<file path="src/rtl/rv32i_mem_arbiter_if.sv">
// Bus bundle between the rv32i data port, the host (APF bridge) port,
// the shared data RAM and the arbiter.
// The slave modport is the arbiter's view. The master modport is the view of
// the requesters and the RAM.
interface rv32i_mem_arbiter_if #(
  parameter int ADDR_W = 32,
  parameter int DATA_W = 32
);
  // core data port
  logic                  core_req;
  logic                  core_we;
  logic [ADDR_W-1:0]     core_addr;
  logic [DATA_W-1:0]     core_wdata;
  logic [DATA_W/8-1:0]   core_be;
  logic                  core_gnt;
  logic                  core_rvalid;
  logic [DATA_W-1:0]     core_rdata;
  // host port
  logic                  host_req;
  logic                  host_we;
  logic [ADDR_W-1:0]     host_addr;
  logic [DATA_W-1:0]     host_wdata;
  logic [DATA_W/8-1:0]   host_be;
  logic                  host_gnt;
  logic                  host_rvalid;
  logic [DATA_W-1:0]     host_rdata;
  logic                  host_lock;
  logic                  host_lock_ack;
  // RAM side
  logic                  mem_en;
  logic                  mem_we;
  logic [ADDR_W-1:0]     mem_addr;
  logic [DATA_W-1:0]     mem_wdata;
  logic [DATA_W/8-1:0]   mem_be;
  logic [DATA_W-1:0]     mem_rdata;

  modport slave (
    input  core_req, core_we, core_addr, core_wdata, core_be,
    input  host_req, host_we, host_addr, host_wdata, host_be, host_lock,
    input  mem_rdata,
    output core_gnt, core_rvalid, core_rdata,
    output host_gnt, host_rvalid, host_rdata, host_lock_ack,
    output mem_en, mem_we, mem_addr, mem_wdata, mem_be
  );

  modport master (
    output core_req, core_we, core_addr, core_wdata, core_be,
    output host_req, host_we, host_addr, host_wdata, host_be, host_lock,
    output mem_rdata,
    input  core_gnt, core_rvalid, core_rdata,
    input  host_gnt, host_rvalid, host_rdata, host_lock_ack,
    input  mem_en, mem_we, mem_addr, mem_wdata, mem_be
  );
endinterface

</file>
<file path="src/rtl/rv32i_mem_arbiter.sv">
// rv32i_mem_arbiter: shares the single-port data RAM between the core data
// port and the host port.
//  - Grants one port per cycle and muxes its command onto the RAM.
//  - Reads are tagged by owner in a RD_LATENCY-deep pipe, which steers the
//    returning data back to the right port.
//  - A lock FSM gives the host exclusive access.
// Optional feature macro: RV32I_MEM_ARB_HOST_PRIORITY_EN.
//  - Defined: in the shared state the host wins every tie.
//  - Undefined: ties alternate round-robin.
module rv32i_mem_arbiter #(
  parameter int ADDR_W     = 32,
  parameter int DATA_W     = 32,
  parameter int RD_LATENCY = 1
) (
  input  logic                clk,
  input  logic                reset,
  rv32i_mem_arbiter_if.slave  bus
);
  localparam int BE_W = DATA_W / 8;
  localparam logic OWNER_CORE = 1'b0;
  localparam logic OWNER_HOST = 1'b1;

  typedef enum logic [1:0] {
    SHARED    = 2'd0,
    LOCK_PEND = 2'd1,
    LOCKED    = 2'd2,
    UNLOCK    = 2'd3
  } state_t;

  state_t                state_r;
  state_t                state_next_s;
  logic                  last_owner_r;
  logic [RD_LATENCY-1:0] pipe_valid_r;
  logic [RD_LATENCY-1:0] pipe_owner_r;
  logic [DATA_W-1:0]     core_rdata_r;
  logic [DATA_W-1:0]     host_rdata_r;

  logic                  core_pick_s;
  logic                  host_pick_s;
  logic                  core_grant_s;
  logic                  host_grant_s;
  logic                  rd_accept_s;
  logic                  core_in_flight_s;
  logic                  head_core_s;
  logic                  head_host_s;
  logic                  mem_en_s;
  logic                  mem_we_s;
  logic [ADDR_W-1:0]     mem_addr_s;
  logic [DATA_W-1:0]     mem_wdata_s;
  logic [BE_W-1:0]       mem_be_s;

  // Any core read still travelling down the pipe, including the one at its
  // head, keeps LOCK_PEND from completing.
  assign core_in_flight_s = |(pipe_valid_r & ~pipe_owner_r);

  // Grants are forced low while reset is held, so no command leaks to the RAM.
  assign core_grant_s = core_pick_s & ~reset;
  assign host_grant_s = host_pick_s & ~reset;
  assign rd_accept_s  = (core_grant_s & ~bus.core_we) | (host_grant_s & ~bus.host_we);

  assign head_core_s  = pipe_valid_r[RD_LATENCY-1] & (pipe_owner_r[RD_LATENCY-1] == OWNER_CORE);
  assign head_host_s  = pipe_valid_r[RD_LATENCY-1] & (pipe_owner_r[RD_LATENCY-1] == OWNER_HOST);

  // Grant selection and lock FSM next state
  always_comb begin
    state_next_s = state_r;
    core_pick_s  = 1'b0;
    host_pick_s  = 1'b0;
    case (state_r)
      SHARED: begin
`ifdef RV32I_MEM_ARB_HOST_PRIORITY_EN
        if (bus.host_req) begin
          host_pick_s = 1'b1;
        end else if (bus.core_req) begin
          core_pick_s = 1'b1;
        end else begin
          host_pick_s = 1'b0;
        end
`else
        if (bus.core_req && bus.host_req) begin
          core_pick_s = (last_owner_r == OWNER_HOST);
          host_pick_s = (last_owner_r == OWNER_CORE);
        end else if (bus.core_req) begin
          core_pick_s = 1'b1;
        end else if (bus.host_req) begin
          host_pick_s = 1'b1;
        end else begin
          core_pick_s = 1'b0;
        end
`endif
        if (bus.host_lock) begin
          state_next_s = LOCK_PEND;
        end else begin
          state_next_s = SHARED;
        end
      end
      LOCK_PEND: begin
        host_pick_s = bus.host_req;
        if (!bus.host_lock) begin
          state_next_s = SHARED;
        end else if (!core_in_flight_s) begin
          state_next_s = LOCKED;
        end else begin
          state_next_s = LOCK_PEND;
        end
      end
      LOCKED: begin
        host_pick_s = bus.host_req;
        if (!bus.host_lock) begin
          state_next_s = UNLOCK;
        end else begin
          state_next_s = LOCKED;
        end
      end
      UNLOCK: begin
        state_next_s = SHARED;
      end
      default: begin
        state_next_s = SHARED;
      end
    endcase
  end

  // Steer the granted port's command onto the RAM; idle bus is all zeros
  always_comb begin
    mem_en_s    = 1'b0;
    mem_we_s    = 1'b0;
    mem_addr_s  = {ADDR_W{1'b0}};
    mem_wdata_s = {DATA_W{1'b0}};
    mem_be_s    = {BE_W{1'b0}};
    if (core_grant_s) begin
      mem_en_s    = 1'b1;
      mem_we_s    = bus.core_we;
      mem_addr_s  = bus.core_addr;
      mem_wdata_s = bus.core_wdata;
      mem_be_s    = bus.core_be;
    end else if (host_grant_s) begin
      mem_en_s    = 1'b1;
      mem_we_s    = bus.host_we;
      mem_addr_s  = bus.host_addr;
      mem_wdata_s = bus.host_wdata;
      mem_be_s    = bus.host_be;
    end else begin
      mem_en_s    = 1'b0;
    end
  end

  // Lock state and round-robin pointer; the host counts as last owner out
  // of reset so the core wins the first tie
  always_ff @(posedge clk or posedge reset) begin
    if (reset) begin
      state_r      <= SHARED;
      last_owner_r <= OWNER_HOST;
    end else begin
      state_r <= state_next_s;
      if (core_grant_s) begin
        last_owner_r <= OWNER_CORE;
      end else if (host_grant_s) begin
        last_owner_r <= OWNER_HOST;
      end else begin
        last_owner_r <= last_owner_r;
      end
    end
  end

  // Read tag pipe: one {valid, owner} stage per cycle of RAM latency
  generate
    if (RD_LATENCY > 1) begin : g_pipe_deep
      always_ff @(posedge clk or posedge reset) begin
        if (reset) begin
          pipe_valid_r <= {RD_LATENCY{1'b0}};
          pipe_owner_r <= {RD_LATENCY{1'b0}};
        end else begin
          pipe_valid_r <= {pipe_valid_r[RD_LATENCY-2:0], rd_accept_s};
          pipe_owner_r <= {pipe_owner_r[RD_LATENCY-2:0], host_grant_s};
        end
      end
    end else begin : g_pipe_single
      always_ff @(posedge clk or posedge reset) begin
        if (reset) begin
          pipe_valid_r <= 1'b0;
          pipe_owner_r <= 1'b0;
        end else begin
          pipe_valid_r <= rd_accept_s;
          pipe_owner_r <= host_grant_s;
        end
      end
    end
  endgenerate

  // Remember the last delivered word per port so rdata holds between reads
  always_ff @(posedge clk or posedge reset) begin
    if (reset) begin
      core_rdata_r <= {DATA_W{1'b0}};
      host_rdata_r <= {DATA_W{1'b0}};
    end else begin
      if (head_core_s) begin
        core_rdata_r <= bus.mem_rdata;
      end else begin
        core_rdata_r <= core_rdata_r;
      end
      if (head_host_s) begin
        host_rdata_r <= bus.mem_rdata;
      end else begin
        host_rdata_r <= host_rdata_r;
      end
    end
  end

  assign bus.core_gnt      = core_grant_s;
  assign bus.host_gnt      = host_grant_s;
  assign bus.core_rvalid   = head_core_s;
  assign bus.host_rvalid   = head_host_s;
  assign bus.core_rdata    = head_core_s ? bus.mem_rdata : core_rdata_r;
  assign bus.host_rdata    = head_host_s ? bus.mem_rdata : host_rdata_r;
  assign bus.host_lock_ack = (state_r == LOCKED);
  assign bus.mem_en        = mem_en_s;
  assign bus.mem_we        = mem_we_s;
  assign bus.mem_addr      = mem_addr_s;
  assign bus.mem_wdata     = mem_wdata_s;
  assign bus.mem_be        = mem_be_s;
endmodule

</file>
<file path="src/flat_wrapper.sv">
// flat-port wrapper written by rule: the top's interface ports become plain ports
module rv32i_mem_arbiter_flat 
#(
  parameter int ADDR_W     = 32,
  parameter int DATA_W     = 32,
  parameter int RD_LATENCY = 1
)
  (clk, reset, bus_core_req, bus_core_we, bus_core_addr, bus_core_wdata, bus_core_be, bus_host_req, bus_host_we, bus_host_addr, bus_host_wdata, bus_host_be, bus_host_lock, bus_mem_rdata, bus_core_gnt, bus_core_rvalid, bus_core_rdata, bus_host_gnt, bus_host_rvalid, bus_host_rdata, bus_host_lock_ack, bus_mem_en, bus_mem_we, bus_mem_addr, bus_mem_wdata, bus_mem_be);
  rv32i_mem_arbiter_if #(.ADDR_W(ADDR_W), .DATA_W(DATA_W)) bus_i ();
  input  logic clk;
  input  logic reset;
  input wire logic [$bits(bus_i.core_req)-1:0] bus_core_req;
  input wire logic [$bits(bus_i.core_we)-1:0] bus_core_we;
  input wire logic [$bits(bus_i.core_addr)-1:0] bus_core_addr;
  input wire logic [$bits(bus_i.core_wdata)-1:0] bus_core_wdata;
  input wire logic [$bits(bus_i.core_be)-1:0] bus_core_be;
  input wire logic [$bits(bus_i.host_req)-1:0] bus_host_req;
  input wire logic [$bits(bus_i.host_we)-1:0] bus_host_we;
  input wire logic [$bits(bus_i.host_addr)-1:0] bus_host_addr;
  input wire logic [$bits(bus_i.host_wdata)-1:0] bus_host_wdata;
  input wire logic [$bits(bus_i.host_be)-1:0] bus_host_be;
  input wire logic [$bits(bus_i.host_lock)-1:0] bus_host_lock;
  input wire logic [$bits(bus_i.mem_rdata)-1:0] bus_mem_rdata;
  output wire logic [$bits(bus_i.core_gnt)-1:0] bus_core_gnt;
  output wire logic [$bits(bus_i.core_rvalid)-1:0] bus_core_rvalid;
  output wire logic [$bits(bus_i.core_rdata)-1:0] bus_core_rdata;
  output wire logic [$bits(bus_i.host_gnt)-1:0] bus_host_gnt;
  output wire logic [$bits(bus_i.host_rvalid)-1:0] bus_host_rvalid;
  output wire logic [$bits(bus_i.host_rdata)-1:0] bus_host_rdata;
  output wire logic [$bits(bus_i.host_lock_ack)-1:0] bus_host_lock_ack;
  output wire logic [$bits(bus_i.mem_en)-1:0] bus_mem_en;
  output wire logic [$bits(bus_i.mem_we)-1:0] bus_mem_we;
  output wire logic [$bits(bus_i.mem_addr)-1:0] bus_mem_addr;
  output wire logic [$bits(bus_i.mem_wdata)-1:0] bus_mem_wdata;
  output wire logic [$bits(bus_i.mem_be)-1:0] bus_mem_be;
  assign bus_i.core_req = bus_core_req;
  assign bus_i.core_we = bus_core_we;
  assign bus_i.core_addr = bus_core_addr;
  assign bus_i.core_wdata = bus_core_wdata;
  assign bus_i.core_be = bus_core_be;
  assign bus_i.host_req = bus_host_req;
  assign bus_i.host_we = bus_host_we;
  assign bus_i.host_addr = bus_host_addr;
  assign bus_i.host_wdata = bus_host_wdata;
  assign bus_i.host_be = bus_host_be;
  assign bus_i.host_lock = bus_host_lock;
  assign bus_i.mem_rdata = bus_mem_rdata;
  assign bus_core_gnt = bus_i.core_gnt;
  assign bus_core_rvalid = bus_i.core_rvalid;
  assign bus_core_rdata = bus_i.core_rdata;
  assign bus_host_gnt = bus_i.host_gnt;
  assign bus_host_rvalid = bus_i.host_rvalid;
  assign bus_host_rdata = bus_i.host_rdata;
  assign bus_host_lock_ack = bus_i.host_lock_ack;
  assign bus_mem_en = bus_i.mem_en;
  assign bus_mem_we = bus_i.mem_we;
  assign bus_mem_addr = bus_i.mem_addr;
  assign bus_mem_wdata = bus_i.mem_wdata;
  assign bus_mem_be = bus_i.mem_be;
  rv32i_mem_arbiter #(.ADDR_W(ADDR_W), .DATA_W(DATA_W), .RD_LATENCY(RD_LATENCY)) u_core (.clk(clk), .reset(reset), .bus(bus_i));
endmodule
</file>
<file path="config.mk">
export PLATFORM = sky130hd
export DESIGN_NAME = rv32i_mem_arbiter_flat
export DESIGN_NICKNAME = d
export VERILOG_FILES = /design/src/rtl/rv32i_mem_arbiter_if.sv /design/src/rtl/rv32i_mem_arbiter.sv /design/src/flat_wrapper.sv
export SDC_FILE = /design/constraint.sdc
export NUM_CORES = 1
export LEC_CHECK = 0
export ABC_AREA = 0
export BUFFER_PORTS_ARGS = -buffer_cell sky130_fd_sc_hd__clkbuf_2
export CAP_MARGIN = 20
export CORE_ASPECT_RATIO = 1.5
export CORE_MARGIN = 8
export CORE_UTILIZATION = 25
export DETAILED_ROUTE_END_ITERATION = 8
export PLACE_DENSITY = 0.52
export REMOVE_ABC_BUFFERS = 1
export SYNTH_ARGS = -nofsm -noshare
export SYNTH_HDL_FRONTEND = slang
export SYNTH_SLANG_ARGS = --single-unit
</file>
<file path="constraint.sdc">
create_clock -name clk -period 3.6 [get_ports clk]
set_input_delay 0.72 -clock clk [delete_from_list [all_inputs] [get_ports clk]]
set_output_delay 0.72 -clock clk [all_outputs]
set_load 0.05 [all_outputs]
</file>
* Word-level counts from Yosys, hierarchy flattened
Cells that the tools add are included.
** Cells by class
- Eq/ne operators :: 3
- Bitwise logic cells :: 12
- Reduce and logical (&&, ||, !) cells :: 4
- Mux-type cells :: 26
** Operators with widths (number)
- $mux W32 :: 6
- $mux W1 :: 14
- $mux W4 :: 2
- $pmux W2 S4 :: 1
- $and A1 B1 Y1 :: 6
- $not A1 Y1 :: 5
- $eq A2 B2 Y1 const B :: 2
- $mux W2 :: 2
- $eq A2 B1 Y1 const B :: 1
- $logic_not A2 Y1 :: 1
- $pmux W1 S2 :: 1
- $reduce_bool A2 Y1 :: 1
- $reduce_or A2 Y1 :: 1
- $logic_and A1 B1 Y1 :: 1
- $or A1 B1 Y1 :: 1
** Storage, ports and cells
- Logic and storage cells :: 51
- Bits of input ports :: 175
- Bits in registers :: 69

* Depth between registers and ports, before layout
Gate-level depths: netlist (run 1).
- Depth after elaboration :: 7
- Depth in mapped cells :: 7
- Depth with buffers taken out :: 6

* Worst setup path after synthesis (run 1)
OpenSTA, ideal clock, no wires.
- Path kind :: input port to output port
- From :: in reset
- To :: out bus_mem_addr[17]
- Buffers on the path :: 1
- Setup slack :: 0.808 ns
- Stages :: 4
- Data arrival time :: 2.072 ns
- Cells stage by stage :: nor3b_1 o21ai_2 clkbuf_1 o2bb2ai_1
** Between the ends
- Cells in the longest elaborated chain, start to end :: 4
- Elaborated cells on any way between the ends :: 5
- Those cells by class :: 2 x mux; 3 x bitwise
** Ends and longest elaborated chain
- start: declaration :: line flat_wrapper.sv:11 : input logic reset;
- $not A1 Y1 (*) :: line rv32i_mem_arbiter.sv:57, rv32i_mem_arbiter.sv:58
- $and A1 B1 Y1 :: line rv32i_mem_arbiter.sv:58 : assign host_grant_s = host_pick_s & ~reset;
- $mux W32 :: line rv32i_mem_arbiter.sv:137 : end else if (host_grant_s) begin
- $mux W32 (*) :: line rv32i_mem_arbiter.sv:131 : if (core_grant_s) begin
- end: declaration :: line flat_wrapper.sv:33 : output wire logic [$bits(bus_i.mem_addr)-1:0] bus_mem_addr;
Every way passes the cells marked *; elsewhere a longest branch is shown, timed or not.

* Final worst setup path (run 1)
- From :: reg u_core.state_r[0]
- To :: out bus_mem_wdata[7]
** Between the ends
- Cells in the longest elaborated chain, start to end :: 6
- Elaborated cells on any way between the ends :: 10
- Those cells by class :: 2 x eq/ne; 4 x mux; 2 x bitwise; 2 x reduce/logical
** Ends and longest elaborated chain
- start: declaration :: line rv32i_mem_arbiter.sv:30 : state_t state_r;
- start signal: assignment :: line rv32i_mem_arbiter.sv:155 : state_r <= state_next_s;
- $eq A2 B2 Y1 or $eq A2 B1 Y1 (tied branches) :: line rv32i_mem_arbiter.sv:69 : case (state_r)
- $reduce_or A2 Y1 (no line)
- $pmux W1 S2 :: line rv32i_mem_arbiter.sv:69
- $and A1 B1 Y1 :: line rv32i_mem_arbiter.sv:58
- $mux W32 :: line rv32i_mem_arbiter.sv:137
- $mux W32 (*) :: line rv32i_mem_arbiter.sv:131
- end: declaration :: line flat_wrapper.sv:34 : output wire logic [$bits(bus_i.mem_wdata)-1:0] bus_mem_wdata;
Marks and branches as above.

==> impl_metrics.ini, run 1 <==
[yosys]
seq_area_frac_synth = 0.4184
cell_types_with_the_largest_area_share_after_synthesis = dfrtp_1 41%, mux2_2 17%, o2bb2ai_2 14%
synthArstFlopShare = 1.000
ys.flop_type = dfrtp_1
syn-instance-count = 335
synth_warnings = 0
post_synth_num_cell_types = 26
synth_edf_count = 0
synth.ff_latch_count = 69
mappedNetlistArea_mm2 = 0.004130
yosys.cell_count.top_type = o21ai_0
syn_avg_cell_area_um2 = 12.33
synth_commonest_cells = 69 x o21ai_0, 68 x dfrtp_1, 64 x mux2_2
synth_top_cell_area_share = 0.4120
synth.largest_area_cell = dfrtp_1

[floorplanning]
die_area_mm2 = 0.02097
floorplan.io_pins = 314
floorplan.initialDensity = 0.2551
placementRows = 57
dieHeight_um = 173.4
core_box_area_mm2 = 0.01619
die_x_um = 120.9

[sta]
layout_worst_path_cycle_share = 0.9434
max_clock_freq_mhz = 294.5
layout_min_cycle_time_ns = 3.396
number_of_max_slew_violations_in_the_final_report = 0
final_report_hold_violation_count = 0
maxSlewHeadroom = 0.5002
skew_ns = 0.007650
worst_pin_slew_ns = 0.7469
setup_repair_after_global_routing_missed_its_margin = false
finalSetupViolations = 0

[final_layout]
final_cell_count_without_fillers = 844
area_growth_syn_to_layout_pct = 47.53
nets = 814
insertedDiodeCount = 0
fin_area_mm2 = 0.006093
post_route_cells_drive_above_1_share = 0.6991
utilization = 0.3764

[power]
clock_power_share = 0.156
static-leakage-power_nw = 2.992
switching_share = 0.5408
p_switching_w = 0.002942
p_seq_frac = 0.230
pwr-share-comb = 0.613
p_int_w = 0.002498
p_per_area_mw_per_mm2 = 892.7
peakVddDrop_mv = 0.8314

[clock_tree]
clock_insertion_delay_worst_skew_ns = 0.32
cts_post_setup_buffers_inserted = 0
clkSlewWorstSetupHoldPaths_ns = 0.05
clock_sink_count = 69
max_root_sink_buffers = 2
cts_tree = done
cts_hold_repair.buffers = 0
cts_htree_levels = 3
numCtsBuffers = 9
clockRootBuffer = clkbuf_16
cts_resized = 0

[grt]
overflow = 0
gr-max-usage-layer = met2
grt.met2_usage = 0.2434
track_usage = 0.1661
wire_length_of_the_first_global_routing_pass_um = 26890
groute.layer.met3.usage = 0.1007
antenna_found_initial = 3
first_global_vias = 4486
grt_max_degree = 72
global_route.usage.met1 = 0.2008

[route]
drt_first_pass_iters = 4
routed_wire_length_per_instance_um = 21.47
first_iter_violations = 204
drt-vias-per-instance = 4.765
postRouteWirelength_um = 18120
antenna_violating_nets_post_route = 0
detailroute.via_count = 4022
route.detailed.drc = 0

[run]
max_cap_viol_count = 0

[hold_path]
hold_class = input pin to asynchronous set/reset pin

[critical_path]
path_max_fanout = 21
criticalPathCategory = flip-flop to output pin
worstSetupEndpointType = output pin
ff2ff_path_depth = 6
cp-start-kind = flip-flop
timing.critical_path.required_ns = 2.88
critical_path_arrival_ns = 2.68

[placement]
buffer_ports.inserted = 313
dpl.cell_count = 829
dpl-instance-area_mm2 = 0.005801
globalplace.congestion = 0.7926
dp_hpwl_um = 15150

[run_status]
outcome = completed
per-layer routing:
metal / routed length [um] / vias to the layer above
li1: - / 1862
met1: 7395 / 1869
met2: 7573 / 263
met3: 2885 / 22
met4: 235 / 6
met5: 31 / -
critical path: stages, from the launching register on:
cell and delay (ns):
dfrtp_1 0.41, inv_1 0.10, ha_1 0.25, a21boi_1 0.17, o21ai_4 0.60, buf_4 0.42, o2bb2ai_1 0.12, clkbuf_2 0.26
stage by stage:
step           power, W  worst slack, ns  hold slack (ns)  setup TNS, ns
2_1_floorplan  0.003750          -0.9748           0.4684         -60.57
3_3_place_gp   0.004585           0.5225           0.4776              0
3_5_place_dp   0.004641           0.4620           0.4831              0
4_1_cts        0.005505           0.1340           0.4412              0
5_1_grt        0.005701          0.04754           0.4788              0
6_report       0.005440           0.2039           0.4289              0
registers in the layout, indices dropped and copies added (netlist names), named ones only:
register             cells
u_core.core_rdata_r     32
u_core.host_rdata_r     32
u_core.last_owner_r      1
u_core.pipe_owner_r      1
u_core.pipe_valid_r      1
u_core.state_r           1
power by group through the flow:
stage	registers (W)	logic, W	clock network, W
after floorplan	0.00123	0.00252	0
after global routing	0.00129	0.00351	0.000906
after detailed placement	0.00126	0.00338	0
after global placement	0.00124	0.00334	0
after CTS	0.00125	0.00338	0.000872
final	0.00125	0.00334	0.000850
cells in the final DEF, fill, tap and decap left out, types with 4 or more instances in the layout:
master and instances:
clkbuf_2 313, o21ai_0 69, dfrtp_1 68, mux2_2 64, o2bb2ai_2 38, o2bb2ai_1 31, clkbuf_16 9, buf_4 8
inv_1 6, ha_1 5, a21oi_1 4
cell families (layout without fill, tap and decap cells):
group,Yosys count,count (layout),synth area share
AOI/OAI and AO/OA,146,146,0.2990
adders and majority gates,5,5,0.01515
buffers and inverters,43,346,0.07543
DFF,69,69,0.4184
muxes,64,64,0.1745
and+or+nand+nor,8,8,0.01757
area by class of cell:
class | instances | area [um^2]
Timing Repair Buffer | 323 | 1667
Clock buffer | 12 | 246.5
Clock inverter | 3 | 46.29
Sequential cell | 69 | 1728
Tap cell | 206 | 257.7
Fill cell | 1620 | 10100
Inverter | 8 | 42.54
Multi-Input combinational cell | 223 | 2106
final timing paths:
| kind | startpoint | endpoint | slack, ns |
|---|---|---|---|
| worst min-delay path | reset | asynchronous set/reset pin | 0.43 |
| worst min register to register | u_core.host_rdata_r[9] | u_core.host_rdata_r[9] | 0.49 |
| min in group clk | u_core.host_rdata_r[9] | u_core.host_rdata_r[9] | 0.49 |
| worst max-delay path | u_core.state_r[0] | bus_mem_wdata[7] | 0.20 |
| max in group asynchronous | reset | u_core.host_rdata_r[27] | 2.34 |
| worst max register to register | u_core.state_r[0] | u_core.pipe_valid_r | 1.38 |
(Power assumes the default switching activity.)
==> run 2, diff against run 1 <==
- CTS_BUF_LIST: unset -> sky130_fd_sc_hd__clkbuf_2 sky130_fd_sc_hd__clkbuf_4 sky130_fd_sc_hd__clkbuf_8
- REMOVE_ABC_BUFFERS: 1 -> unset
- clock period: 3.6 -> 4.2 ns (I/O delays scaled with it)
==> impl_metrics.ini, run 2 (synthesis gave the netlist of run 1 again) <==
[sta]
finalSetupViolations = 0
layout_min_cycle_time_ns = 3.556
number_of_max_slew_violations_in_the_final_report = 0
worst_pin_slew_ns = 1.079
max_clock_freq_mhz = 281.2
skew_ns = 0.01755
maxSlewHeadroom = 0.2794
final_report_hold_violation_count = 0
finalWorstSetupSlack_ns = 0.6435
layout_worst_path_cycle_share = 0.8468
totalNegativeSetupSlack_ns = 0
setup_repair_after_global_routing_missed_its_margin = false

[floorplanning]
die_x_um = 120.9
die_area_mm2 = 0.02097
floorplan.initialDensity = 0.2551
floorplan.io_pins = 314
dieHeight_um = 173.4
core_box_area_mm2 = 0.01619
placementRows = 57

[route]
route.detailed.drc = 0
drt_first_pass_iters = 4
drt-vias-per-instance = 4.816
postRouteWirelength_um = 18780
detailroute.via_count = 4065
antenna_violating_nets_post_route = 0
routed_wire_length_per_instance_um = 22.25
first_iter_violations = 142

[final_layout]
utilization = 0.3718
area_growth_syn_to_layout_pct = 45.74
insertedDiodeCount = 0
most-common-layout-cells = 313 x clkbuf_2, 69 x o21ai_0, 68 x dfrtp_1
nets = 813
mostFrequentLayoutCell = clkbuf_2
top_regs = u_core.core_rdata_r: 32 flops, u_core.host_rdata_r: 32 flops
fin_area_mm2 = 0.006020
post_route_cells_drive_above_1_share = 0.7022

[power]
pwr-share-comb = 0.627
p_per_area_mw_per_mm2 = 751.3
p_switching_w = 0.002523
static-leakage-power_nw = 2.961
clock_power_share = 0.136
switching_share = 0.5579
p_int_w = 0.001999
peakVddDrop_mv = 0.4291
p_seq_frac = 0.237

[critical_path]
worstSetupEndpointType = output pin
path_max_fanout = 71
critical_path_arrival_ns = 2.72
timing.critical_path.required_ns = 3.36
criticalPathCategory = flip-flop to output pin
cp-start-kind = flip-flop

[clock_tree]
clock_sink_count = 69
cts_tree = done
numCtsBuffers = 9
cts_post_setup_buffers_inserted = 0
cts_htree_levels = 3
cts_hold_repair.buffers = 0
max_root_sink_buffers = 2
clock_insertion_delay_worst_skew_ns = 0.34
cts_resized = 0
clkSlewWorstSetupHoldPaths_ns = 0.09
clockRootBuffer = clkbuf_8

[hold_path]
hold_class = input pin to asynchronous set/reset pin

[grt]
overflow = 0
grt_max_degree = 72
track_usage = 0.1747
wire_length_of_the_first_global_routing_pass_um = 28010
antenna_found_initial = 0
first_global_vias = 4524

[yosys]
synthesis.nets = 515

[placement]
dpl-instance-area_mm2 = 0.005773
buffer_ports.inserted = 313
globalplace.congestion = 0.8079
preCtsSetupSlack_ns = 0.6077
dp_hpwl_um = 15820

[run]
max_cap_viol_count = 0

[run_status]
outcome = completed
run 2: cell count changes in the layout (fill, tap and decap cells not counted):
cell,before,now
clkbuf_16,9,0
clkbuf_8,1,9
inv_6,0,4
clkbuf_1,2,0
buf_4,8,7
bufinv_16,1,2
clkinv_4,1,0
run 2: through the flow:
| step | cells | total power, W | hold slack (ns) |
|---|---|---|---|
| final | 844 | 0.004522 | 0.4856 |
| after global routing | 844 | 0.004761 | 0.4914 |
| after CTS | 843 | 0.004585 | 0.5022 |
| after detailed placement | 827 | 0.003953 | 0.4849 |
| after global placement | 827 | 0.003897 | 0.4777 |
| after floorplan | 335 | 0.003271 | 0.4684 |
run 2: power by group through the flow:
stage / Combinational [W] / Sequential [W] / Clock (W)
after floorplan: 0.00222 / 0.00105 / 0
after global placement: 0.00283 / 0.00106 / 0
after detailed placement: 0.00287 / 0.00109 / 0
after CTS: 0.00287 / 0.00107 / 0.000642
after global routing: 0.00298 / 0.00111 / 0.000669
final: 0.00284 / 0.00107 / 0.000615
run 2: final cells by class:
| type | instances | area [um^2] |
|---|---|---|
| Clock inverter | 7 | 102.6 |
| Sequential cell | 69 | 1728 |
| Clock buffer | 9 | 123.9 |
| Fill cell | 1660 | 10170 |
| Multi-Input combinational cell | 223 | 2106 |
| Timing Repair Buffer | 322 | 1659 |
| Inverter | 8 | 42.54 |
| Tap cell | 206 | 257.7 |
run 2: worst max-delay path, cell delays in order (launching register included):
cell,delay (ns)
dfrtp_1,0.43
inv_1,0.13
ha_1,0.23
nand3b_4,0.25
or2_4,0.35
clkinv_8,0.23
o2bb2ai_1,0.32
clkbuf_2,0.38
run 2: metal layers:
layer,vias to the layer above,track usage,share of wire,wire (um)
li1,1856,-,-,-
met3,23,0.06423,0.10,1940
met2,254,0.2850,0.47,8771
met5,-,0,0,0
met1,1932,0.2030,0.40,7545
met4,0,0.06377,0.028,521
run 2: worst paths after layout:
check	cells after the start	slack [ns]	endpoint	startpoint
worst max-delay path	7	0.64	bus_mem_wdata[23]	u_core.state_r[0]
worst max register to register	2	2.34	u_core.core_rdata_r[1]	u_core.pipe_owner_r
min in group clk	1	0.50	u_core.core_rdata_r[28]	u_core.core_rdata_r[28]
worst min-delay path	2	0.49	u_core.pipe_owner_r	reset
worst min register to register	1	0.50	u_core.core_rdata_r[28]	u_core.core_rdata_r[28]
max in group asynchronous	4	2.87	u_core.core_rdata_r[9]	reset
==> run 3, diff against run 2 <==
- PLACE_DENSITY: 0.52 -> 0.54
- clock period: 4.2 -> 2.9 ns (I/O delays scaled with it)
==> impl_metrics.ini, run 3 (synthesis gave the netlist of run 1 again) <==
[run_status]
outcome = completed

[sta]
setup_repair_after_global_routing_missed_its_margin = false
finalSetupViolations = 0
maxSlewHeadroom = 0.6693
skew_ns = 0.01107
final_report_hold_violation_count = 0
layout_worst_path_cycle_share = 0.9647
number_of_max_slew_violations_in_the_final_report = 0
finalWorstSetupSlack_ns = 0.1024
worst_pin_slew_ns = 0.4960
totalNegativeSetupSlack_ns = 0
max_clock_freq_mhz = 357.5
layout_min_cycle_time_ns = 2.798

[critical_path]
timing.reg2reg.setup_slack_ns = 1.06
critPathMaxStageDelay_ns = 0.43
worstSetupEndpointType = output pin
timing.critical_path.required_ns = 2.32
critical_path_arrival_ns = 2.22
ff2ff_path_depth = 7
criticalPathCategory = flip-flop to output pin
worstPathCellList = inv_1 -> ha_2 -> a21boi_2 -> o21ai_4 -> buf_12 -> clkbuf_16 -> o2bb2ai_2 -> clkbuf_4
critPathLaunch = u_core.state_r[0]
reg2reg_from = u_core.state_r[0]
path_max_fanout = 32
cp-start-kind = flip-flop
r2r-end = u_core.pipe_valid_r
critical-path-slowest-cell = dfrtp_1

[placement]
buffer_ports.inserted = 313
globalplace.congestion = 0.8131
dpl-instance-area_mm2 = 0.005831
preCtsSetupSlack_ns = 0.2355
dpl.cell_count = 828
dp_hpwl_um = 14070

[floorplanning]
floorplan.initialDensity = 0.2551
floorplan.io_pins = 314
die_area_mm2 = 0.02097
core_box_area_mm2 = 0.01619
die_x_um = 120.9
placementRows = 57
dieHeight_um = 173.4

[final_layout]
most-common-layout-cells = 271 x clkbuf_2, 69 x o21ai_0, 68 x dfrtp_1
mostFrequentLayoutCell = clkbuf_2
top_regs = u_core.core_rdata_r: 32 flops, u_core.host_rdata_r: 32 flops
fin_area_mm2 = 0.006198
area_growth_syn_to_layout_pct = 50.08
insertedDiodeCount = 0
nets = 815
final_cell_count_without_fillers = 845
post_route_cells_drive_above_1_share = 0.7074

[route]
route.detailed.drc = 0
drt_first_pass_iters = 5
first_iter_violations = 122
detailroute.via_count = 4040
antenna_violating_nets_post_route = 0
routed_wire_length_per_instance_um = 20.52
drt-vias-per-instance = 4.781
postRouteWirelength_um = 17340

[grt]
first_global_vias = 4551
grt_max_degree = 70
antenna_found_initial = 0
wire_length_of_the_first_global_routing_pass_um = 26080
track_usage = 0.1599
overflow = 0

[clock_tree]
clock_sink_count = 69
cts_tree = done
max_root_sink_buffers = 2
cts_hold_repair.buffers = 0
cts_htree_levels = 3
numCtsBuffers = 9
clock_insertion_delay_worst_skew_ns = 0.35
clkSlewWorstSetupHoldPaths_ns = 0.08
clockRootBuffer = clkbuf_8

[power]
peakVddDrop_mv = 0.5865
p_per_area_mw_per_mm2 = 1046
total_design_power_w = 0.006483
static-leakage-power_nw = 3.009

[yosys]
synthesis.nets = 515

[hold_path]
hold_class = input pin to asynchronous set/reset pin

[run]
max_cap_viol_count = 0
[run 3: cell types whose count changed in the layout (fill, tap and decap cells not counted), sizes merged]
cell / delta
clkinvlp: +1
clkbuf: -13
buf: +14
bufinv: -1
inv: -2
clkinv: +2
[run 3: final cells by class]
class	count	area (um^2)
inverters	8	56.30
multi-input cells	223	2117
clock inverters	6	63.81
well taps	206	257.7
fillers	1624	9991
repair buffers	323	1841
flip-flops and latches	69	1728
repair inverters	1	11.26
clock buffers	9	123.9
[run 3: how the worst max path moves through the flow]
stage | slack (ns) | depth (start not counted) | endpoint
after global routing | 0.003 | 8 | bus_mem_wdata[3]
after CTS | 0.007 | 8 | bus_mem_addr[2]
after floorplan | 0.32 | 6 | bus_mem_addr[17]
final | 0.10 | 8 | bus_mem_wdata[3]
after global placement | 0.32 | 7 | bus_mem_addr[17]
after detailed placement | 0.24 | 7 | bus_mem_we
[run 3: what timing repair did]
action,4_1_cts,5_1_grt
setup endpoints to repair,56,54
buffers inserted,0,0
gates resized for setup,43,24
hold endpoints to repair,0,0
gates cloned,0,2
[run 3: worst max-delay path, delay by kind of cell (launching register included)]
family | cells | cell delay (ns)
buffers and inverters | 4 | 0.78
DFF | 1 | 0.43
AOI/OAI and AO/OA | 3 | 0.40
adders and majority gates | 1 | 0.23
[run 3: power by group]
group / switching, W / internal (W)
clock: 0.000374 / 0.000392
sequential: 0.000122 / 0.00143
combinational: 0.00312 / 0.00105
[run 3: per-layer routing]
layer	wire (um)	part of all wire	vias up	GRT usage
met2	8634	0.50	222	0.2746
li1	-	-	1867	-
met3	2250	0.13	14	0.08510
met4	257	0.015	0	0.04443
met1	6195	0.36	1937	0.1635
met5	0	0	-	0
[run 3: stage by stage]
stage | hold slack (ns) | utilization
5_1_grt | 0.1702 | 0.3829
3_5_place_dp | 0.4847 | 0.3602
6_report | 0.1687 | 0.3829
3_3_place_gp | 0.4783 | 0.3602
2_1_floorplan | 0.4684 | -
4_1_cts | 0.1461 | 0.3799
